<file path="src/rtl/hmi_pkg.sv">
// hmi_pkg -- shared definitions for the host command decoder (cu_hmi_mc).
//   Byte class codes (din[7:6]), fixed command strobe indices, the broadcast
//   select payload and the decoder FSM state type.
package hmi_pkg;

  // Byte classes carried in bits [7:6] of every received byte
  localparam logic [1:0] CLS_SEL = 2'b11;
  localparam logic [1:0] CLS_CMD = 2'b01;
  localparam logic [1:0] CLS_ADR = 2'b10;
  localparam logic [1:0] CLS_RD  = 2'b00;

  // Fixed command strobe indices understood by the TDC control logic
  localparam int CMD_RESET    = 1;
  localparam int CMD_RST_DAC  = 2;
  localparam int CMD_INC_DAC  = 3;
  localparam int CMD_RST_TEST = 5;
  localparam int CMD_STARTUP  = 6;

  // Select payload that addresses every board at once
  localparam logic [5:0] BCAST = 6'h3F;

  typedef enum logic [1:0] {
    ST_IDLE   = 2'd0,
    ST_DECODE = 2'd1,
    ST_ACK    = 2'd2
  } hmi_state_t;

endpackage

</file>
<file path="src/rtl/hmi_edge_buf.sv">
// hmi_edge_buf -- rising-edge detector on the receiver byte-valid level plus
// a 1-deep pending byte register for bytes that arrive while the decoder is
// busy.
//   clk, res   : clock, synchronous active-high reset
//   din_rdy    : receiver byte-valid level
//   din        : received byte
//   take       : decoder consumes din directly this cycle (no buffering)
//   pop        : decoder empties the pending register this cycle
//   din_edge   : single-cycle rising edge of din_rdy
//   pend_valid : pending register full
//   pend_data  : pending byte
//   ovf        : sticky, a byte arrived while pending was full and was lost
module hmi_edge_buf (
  input  logic       clk,
  input  logic       res,
  input  logic       din_rdy,
  input  logic [7:0] din,
  input  logic       take,
  input  logic       pop,
  output logic       din_edge,
  output logic       pend_valid,
  output logic [7:0] pend_data,
  output logic       ovf
);

  logic din_rdy_q;

  assign din_edge = din_rdy & ~din_rdy_q;

  // NOTE: sequential state uses non-blocking assignments so every register
  // samples pre-edge values; blocking here would create order-dependent races.
  always_ff @(posedge clk) begin
    if (res) begin
      din_rdy_q  <= 1'b0;
      pend_valid <= 1'b0;
      // NOTE: the data register is reset too so the block comes out of reset
      // fully defined; it costs nothing at this size.
      pend_data  <= 8'h00;
      ovf        <= 1'b0;
    end else begin
      din_rdy_q <= din_rdy;
      if (pop) begin
        pend_valid <= 1'b0;
      end
      // A byte finding the register full is dropped even if the register is
      // being emptied in the same cycle.
      if (din_edge && !take) begin
        if (pend_valid) begin
          ovf <= 1'b1;
        end else begin
          pend_valid <= 1'b1;
          pend_data  <= din;
        end
      end
    end
  end

endmodule

</file>
<file path="src/rtl/cu_hmi_mc.sv">
// cu_hmi_mc -- host command decoder. Accepts bytes from the UART receiver on
// the rising edge of din_rdy, decodes the class in din[7:6] and drives
// one-hot command strobes, a read pulse, the device-select state and the
// packet address. Optionally returns one acknowledge byte per decoded byte.
//   clk, res          : clock, synchronous active-high reset
//   din_rdy, din      : receiver byte-valid level and byte
//   dev_addr          : this board's device address
//   cmd_strobe        : one-cycle command pulses (index = command number)
//   cmd_read          : one-cycle read pulse
//   selected          : device currently selected
//   dev_sel_byte      : last select byte received
//   pkt_addr          : current packet address
//   rsp_valid/data    : acknowledge byte {ok, class, byte[4:0]} to transmitter
//   rsp_ready         : transmitter accepts rsp_data
//   err_ovf, err_cmd  : sticky byte-lost / illegal-command flags
module cu_hmi_mc
  import hmi_pkg::*;
#(
  parameter int ADDR_W     = 3,
  parameter int PKT_ADDR_W = 5,
  parameter int NCMD       = 8,
  parameter int ACK_EN     = 1,
  parameter int HI_TIMEOUT = 4096
) (
  input  logic                  clk,
  input  logic                  res,
  input  logic                  din_rdy,
  input  logic [7:0]            din,
  input  logic [ADDR_W-1:0]     dev_addr,
  output logic [NCMD-1:0]       cmd_strobe,
  output logic                  cmd_read,
  output logic                  selected,
  output logic [7:0]            dev_sel_byte,
  output logic [PKT_ADDR_W-1:0] pkt_addr,
  output logic                  rsp_valid,
  output logic [7:0]            rsp_data,
  input  logic                  rsp_ready,
  output logic                  err_ovf,
  output logic                  err_cmd
);

  localparam int         CNT_W  = $clog2(HI_TIMEOUT + 1);
  localparam logic [6:0] NCMD_L = 7'(NCMD);

  hmi_state_t       state, state_d;
  logic [7:0]       byte_q;
  logic             take, pop;
  logic             din_edge, pend_valid;
  logic [7:0]       pend_data;
  logic [1:0]       cls;
  logic [5:0]       payload;
  logic             sel_match, cmd_ok;
  logic [9:0]       addr_full;
  logic [NCMD-1:0]  strobe_d;
  logic             read_d, bad_d;
  logic [4:0]       hi_stage;
  logic [CNT_W-1:0] hi_cnt;

  hmi_edge_buf u_edge_buf (
    .clk        (clk),
    .res        (res),
    .din_rdy    (din_rdy),
    .din        (din),
    .take       (take),
    .pop        (pop),
    .din_edge   (din_edge),
    .pend_valid (pend_valid),
    .pend_data  (pend_data),
    .ovf        (err_ovf)
  );

  // ---------------------------------------------------------------- FSM
  // IDLE with a full pending register can occur when a byte lands in the
  // last DECODE/ACK cycle; it is drained before any new edge can arrive.
  always_comb begin
    // NOTE: every combinational output gets a default first so no path
    // leaves it unassigned, which would otherwise infer a latch.
    state_d = state;
    pop     = 1'b0;
    take    = 1'b0;
    unique case (state)
      ST_IDLE: begin
        take = !pend_valid;
        if (pend_valid) begin
          state_d = ST_DECODE;
          pop     = 1'b1;
        end else if (din_edge) begin
          state_d = ST_DECODE;
        end
      end
      ST_DECODE: begin
        if (ACK_EN != 0) begin
          state_d = ST_ACK;
        end else if (pend_valid) begin
          state_d = ST_DECODE;
          pop     = 1'b1;
        end else begin
          state_d = ST_IDLE;
        end
      end
      ST_ACK: begin
        if (rsp_ready) begin
          if (pend_valid) begin
            state_d = ST_DECODE;
            pop     = 1'b1;
          end else begin
            state_d = ST_IDLE;
          end
        end
      end
      default: state_d = ST_IDLE;
    endcase
  end

  always_ff @(posedge clk) begin
    if (res) begin
      state  <= ST_IDLE;
      byte_q <= 8'h00;
    end else begin
      state <= state_d;
      if (pop) begin
        byte_q <= pend_data;
      end else if (take && din_edge) begin
        byte_q <= din;
      end
    end
  end

  assign rsp_valid = (ACK_EN != 0) && (state == ST_ACK);

  // ------------------------------------------------------------- decode
  assign cls       = byte_q[7:6];
  assign payload   = byte_q[5:0];
  assign sel_match = (byte_q[ADDR_W-1:0] == dev_addr) || (payload == BCAST);
  assign cmd_ok    = (payload != 6'd0) && ({1'b0, payload} < NCMD_L);
  assign addr_full = {hi_stage, byte_q[4:0]};

  always_comb begin
    strobe_d = '0;
    read_d   = 1'b0;
    bad_d    = 1'b0;
    unique case (cls)
      CLS_CMD: begin
        if (selected && cmd_ok) begin
          for (int i = 0; i < NCMD; i++) begin
            strobe_d[i] = (payload == 6'(i));
          end
        end else begin
          bad_d = 1'b1;
        end
      end
      CLS_RD: begin
        if (selected) read_d = 1'b1;
        else          bad_d  = 1'b1;
      end
      default: ;
    endcase
  end

  always_ff @(posedge clk) begin
    if (res) begin
      cmd_strobe   <= '0;
      cmd_read     <= 1'b0;
      selected     <= 1'b0;
      dev_sel_byte <= 8'h00;
      pkt_addr     <= '0;
      rsp_data     <= 8'h00;
      err_cmd      <= 1'b0;
      hi_stage     <= 5'd0;
      hi_cnt       <= '0;
    end else begin
      cmd_strobe <= '0;
      cmd_read   <= 1'b0;

      // An unpaired high-address byte expires HI_TIMEOUT cycles after it
      // was decoded; a low byte decoded in the expiry cycle still sees it.
      if (hi_cnt != '0) begin
        hi_cnt <= hi_cnt - CNT_W'(1);
        if (hi_cnt == CNT_W'(1)) hi_stage <= 5'd0;
      end

      if (state == ST_DECODE) begin
        cmd_strobe <= strobe_d;
        cmd_read   <= read_d;
        rsp_data   <= {~bad_d, cls, byte_q[4:0]};
        if (bad_d) err_cmd <= 1'b1;
        unique case (cls)
          CLS_SEL: begin
            dev_sel_byte <= byte_q;
            selected     <= sel_match;
          end
          CLS_ADR: begin
            if (byte_q[5]) begin
              hi_stage <= byte_q[4:0];
              hi_cnt   <= CNT_W'(HI_TIMEOUT);
            end else begin
              pkt_addr <= addr_full[PKT_ADDR_W-1:0];
              hi_stage <= 5'd0;
            end
          end
          default: ;
        endcase
      end
    end
  end

endmodule

</file>
<file path="config.mk">
export PLATFORM = sky130hd
export DESIGN_NAME = cu_hmi_mc
export DESIGN_NICKNAME = d
export VERILOG_FILES = /design/src/rtl/hmi_pkg.sv /design/src/rtl/hmi_edge_buf.sv /design/src/rtl/cu_hmi_mc.sv
export SDC_FILE = /design/constraint.sdc
export NUM_CORES = 1
export LEC_CHECK = 0
export BUFFER_PORTS_ARGS = -buffer_cell sky130_fd_sc_hd__clkbuf_2
export CORE_MARGIN = 10
export CORE_UTILIZATION = 52
export CTS_CLUSTER_SIZE = 40
export DETAILED_ROUTE_END_ITERATION = 10
export PLACE_DENSITY = 0.82
export SLEW_MARGIN = 20
export SYNTH_ARGS = -nofsm -noshare
export SYNTH_HDL_FRONTEND = slang
export SYNTH_SLANG_ARGS = --single-unit
</file>
<file path="constraint.sdc">
create_clock -name clk -period 1.5 [get_ports clk]
set_input_delay 0.225 -clock clk [delete_from_list [all_inputs] [get_ports clk]]
set_output_delay 0.225 -clock clk [all_outputs]
set_load 0.01 [all_outputs]
</file>
* Word-level counts from Yosys, hierarchy flattened
Index checks and enable logic that the tools add are counted.
Widths: inputs -> output; s select.
** Word-level totals
- Register bits after elaboration :: 53
- Bits in latches :: 0
- Memory bits (writable) :: 0
- Bits in read-only memories :: 0
- Bits of input ports :: 15
- Output and inout port bits :: 34
- Word-level logic and storage cells :: 77
- Memories :: 0
** Cells by class
- Add/sub/neg operators :: 0
- Multiply operators :: 0
- Divide/modulo/power cells :: 0
- Magnitude comparators :: 1
- Equality and inequality tests :: 16
- Shift-type cells :: 0
- Multiplexer cells :: 18
- Bitwise logic cells :: 9
- Reduce and logical (&&, ||, !) cells :: 20
** Operators with widths (number)
- $eq 6x3->1 const B :: 4
- $mux 8 :: 2
- $eq 6x2->1 const B :: 2
- $mux 1 :: 10
- $reduce_and 2->1 :: 5
- $not 1->1 :: 8
- $eq 2x2->1 const B :: 3
- $eq 6x1->1 const B :: 1
- $eq 6x6->1 const B :: 1
- $logic_not 6->1 :: 1
- $lt 6x4->1 const B :: 1
- $mux 2 :: 3
- $pmux 2 s3 :: 1
- $reduce_bool 6->1 :: 1
- $eq 2x1->1 const B :: 2
- $logic_and 1x1->1 :: 4
- $logic_not 2->1 :: 2
- $pmux 1 s2 :: 2
- $reduce_or 4->1 :: 1
- $eq 3x3->1 :: 1
- $ne 3x2->1 const B :: 1
- $reduce_and 3->1 :: 1
- $reduce_or 3->1 :: 1
- $logic_not 1->1 :: 2
- other kinds (4) :: 4

* Logic depth before layout (Yosys ltp)
- Depth after elaboration :: 6
- Mapped depth :: 5
- Mapped depth without buffers :: 4

* Hierarchy
From an unflattened synthesis, not the netlist that was laid out.
** Second synthesis, totals
- Cells, all modules :: 241
- Area total of the unflattened synthesis :: 2282.2 µm²
** Modules (own cells, without submodules)
- cu_hmi_mc :: instances 1, cells each 195, area each 1786.7 µm², sequential area each 840.8 µm²
- hmi_edge_buf :: instances 1, cells each 46, area each 495.5 µm², sequential area each 220.2 µm²

* Worst setup path after synthesis
Ideal clock, no wire load.
- Path type :: flip-flop to flip-flop
- Start point :: register state[1]
- End point :: register byte_q[4]
- Library setup time :: 79 ps
- Arrival :: 1305 ps
- Data required time :: 1421 ps
- Setup slack :: 115 ps
- Stages on the path, launching flop included :: 6
- Buffers on the path :: 1
- Period minus slack after synthesis :: 1385 ps
- Cells stage by stage :: dfxtp_1 -> or3b_4 -> a31oi_4 -> buf_6 -> nor2_2 -> a211oi_2
** On the way
- Longest elaborated chain between the ends :: 4
- Elaborated cells between the ends (all ways) :: 7
- Classes of those cells :: eq/ne (1); mux (3); reduce/logical (3)
** RTL lines
- from (decl) :: line cu_hmi_mc.sv:45 : hmi_state_t state, state_d;
- from (signal assigned) :: line cu_hmi_mc.sv:120 : state <= state_d;
- parallel branches: the longest is 4 deep, another holds $mux 8
- to (signal assigned) :: line cu_hmi_mc.sv:122 : byte_q <= pend_data;
- to (signal assigned) :: line cu_hmi_mc.sv:124 : byte_q <= din;
- to (decl) :: line cu_hmi_mc.sv:46 : logic [7:0] byte_q;
Parallel ways; which one is timed is not known.
A chain may end at the register's enable or synchronous reset.

* Final worst setup path
Ends and elaborated chain as after synthesis.

==> metrics.cfg <==
[run_status]
status=finished, final reports clean

[sta]
rsz0062_at_grt=yes
slew_violations=0
hold_ws_ns=0.173
final-hold-violation-count=0
timing.fmax_mhz=689
period_share=0.968
setup_viol=0
skew_ns=0.0110
fin_crit_ns=1.45

[final_layout]
drive_above_1_share=0.303
diodes=0
mostFrequentLayoutCell=dfxtp_1
final_cells=319
multi_input_area_um2=898
register_area_um2=1060
final_util=0.676
fin_nets=285
nFillCells=303
final_cell_mix=dfxtp_1, clkbuf_2, nor2_1, nand2_1, mux2i_1
synthToLayoutAreaGrowth_pct=24.0

[yosys]
syn_inst=215
synth.net_count=230
yosysUniqueCellTypes=34
avgSynthCellArea_um2=9.43
syn_area_um2=2030
synth-seq-cells=53
yosysSeqAreaShare=0.523
ys_warn_count=0

[setup_path]
end_kind=flop
crit_family=simple AND/OR/NAND/NOR gates
crit_type=reg -> reg
rrSetupSlack_ns=0.05
cp.required_ns=1.72
crit_path_start_kind=flop
crit_buf_inv=1
slowest_stage=or3b_1
critPathMaxFanout=8
critical_path.cell_chain=nor2b_1, or3b_1, buf_6, mux2i_2, a211oi_2
slowest_delay_ns=0.37
cp.arrival_ns=1.68

[routing]
drt_iter0_markers=143
vias=1613
vias_per_cell=5.06
ant_nets=0
firstDrtPassIters=4
wl_per_cell_um=13.9
wl_um=4450
drc=0

[clocking]
clkTransAtPathRegs_ns=0.09
clk-insertion-delay-late_ns=0.30
cts_tree=built
clock_path_buffers=2
cts_buffers=5
cts.sinks=53
htree_levels=2
root_buffer=clkbuf_8
postCtsSetupBuffers=0
cts_hold_buf=0

[floorplanning]
die_h_um=82.4
rows=22
die_w_um=82.4
die_area_um2=6800
start_util=0.545
core_area_um2=3720
ios=49

[flow_run]
drv_cap=0

[grt]
grt_max_degree=45
grt_pass1_vias=1548
antenna_found_initial=0
grt_pass1_wl_um=7370
grt_usage=0.139
grt-ovfl-total=0

[power]
power.density_nw_per_um2=1140
total_power_mw=2.86
worst_ir_drop_vdd_uv=647
power_leakage_nw=1.16

[worst_hold_path]
hp-class=in -> reg

[placement]
portBuffers=48
place_inst=311
gp_congestion=0.773
hpwl_um=3290

worst register-to-register path: cells and delay by family, from the launching register on:
family / cells / cell delay [ns]
mux: 1 / 0.15
flops: 1 / 0.35
simple gates: 2 / 0.52
compound gates: 1 / 0.20
buf+inv: 1 / 0.16
cell families (layout without fill, tap and decap cells):
logic type | count (synthesis) | in the layout | synth area share
mux | 21 | 21 | 0.104
simple gates | 88 | 88 | 0.208
buf+inv | 17 | 73 | 0.0383
compound gates | 32 | 32 | 0.112
xor+xnor | 3 | 3 | 0.0130
other cells | 1 | 1 | 0.00185
flops | 53 | 53 | 0.523
synthesized netlist by cell type, drive strengths merged:
cell type  instances  share of area
nand4b             1         0.0043
or3b               2         0.0099
and2b              1         0.0037
nand3              2         0.0074
and3               1         0.0031
clkbuf             9          0.017
nor2b              4          0.012
a211oi             9          0.036
nor4b              1          0.012
o311a              1         0.0049
mux2i             21           0.10
nand2             28          0.052
nor3               3         0.0074
buf                6          0.018
o21ai              2         0.0049
xnor2              3          0.013
dfxtp             53           0.52
nand2b             5          0.015
nor3b              1         0.0037
nand4              2         0.0062
inv                2         0.0037
a21oi             15          0.037
o21ba              1         0.0049
and2               1         0.0031
a2111oi            1         0.0074
conb               1         0.0019
nor2              36          0.068
a31oi              3          0.017
path summary, 6_finish.rpt:
check	start	endpoint	cells after the start
min	din[6]	u_edge_buf.pend_data[6]$_SDFFE_PP0P_	3
max	state[1]$_SDFFE_PP0P_	byte_q[4]$_SDFFE_PP0P_	5
max reg2reg	state[1]$_SDFFE_PP0P_	byte_q[4]$_SDFFE_PP0P_	5
min reg2reg	rsp_data[1]$_SDFFE_PP0P_	rsp_data[1]$_SDFFE_PP0P_	2
cell type report:
cell class / instances / area share
clock buffer: 7 / 0.0343
clock inverter: 1 / 0.0119
inverter: 2 / 0.00299
multi-input combinational: 145 / 0.357
tap: 48 / 0.0239
sequential: 53 / 0.423
timing repair buffer: 63 / 0.147
flip-flops by register name, summed over array words and instances, names as in the netlist:
| name | flops |
|---|---|
| byte_q | 8 |
| cmd_strobe | 8 |
| dev_sel_byte | 8 |
| rsp_data | 8 |
| u_edge_buf.pend_data | 8 |
| pkt_addr | 5 |
| state | 2 |
| cmd_read | 1 |
| err_cmd | 1 |
| selected | 1 |
| u_edge_buf.din_rdy_q | 1 |
| u_edge_buf.ovf | 1 |
| u_edge_buf.pend_valid | 1 |
stage by stage:
stage	TNS (ns)	setup WS [ns]	area, um^2
after floorplan	0	0.115	2030
after global placement	0	0.0940	2380
after detailed placement	0	0.0113	2380
after CTS	0	0.0122	2500
after global routing	-0.137	-0.0328	2510
final	0	0.0486	2510
report_power, final:
group	leakage, nW	switching (mW)	internal (mW)
registers	0.431	0.0427	1.46
clock network	0.0585	0.428	0.544
logic	0.667	0.209	0.178
what timing repair did:
action,CTS,global route
setup endpoints to repair,1,9
gates cloned,0,0
pin swaps,1,3
resized for setup,1,4
metal layers:
metal	wire length [um]	global-route usage	share of wire
met5	0	0	0
met4	80	0.0646	0.018
met3	473	0.0508	0.11
met2	2040	0.225	0.46
met1	1850	0.161	0.42
(Power assumes the default switching activity.)
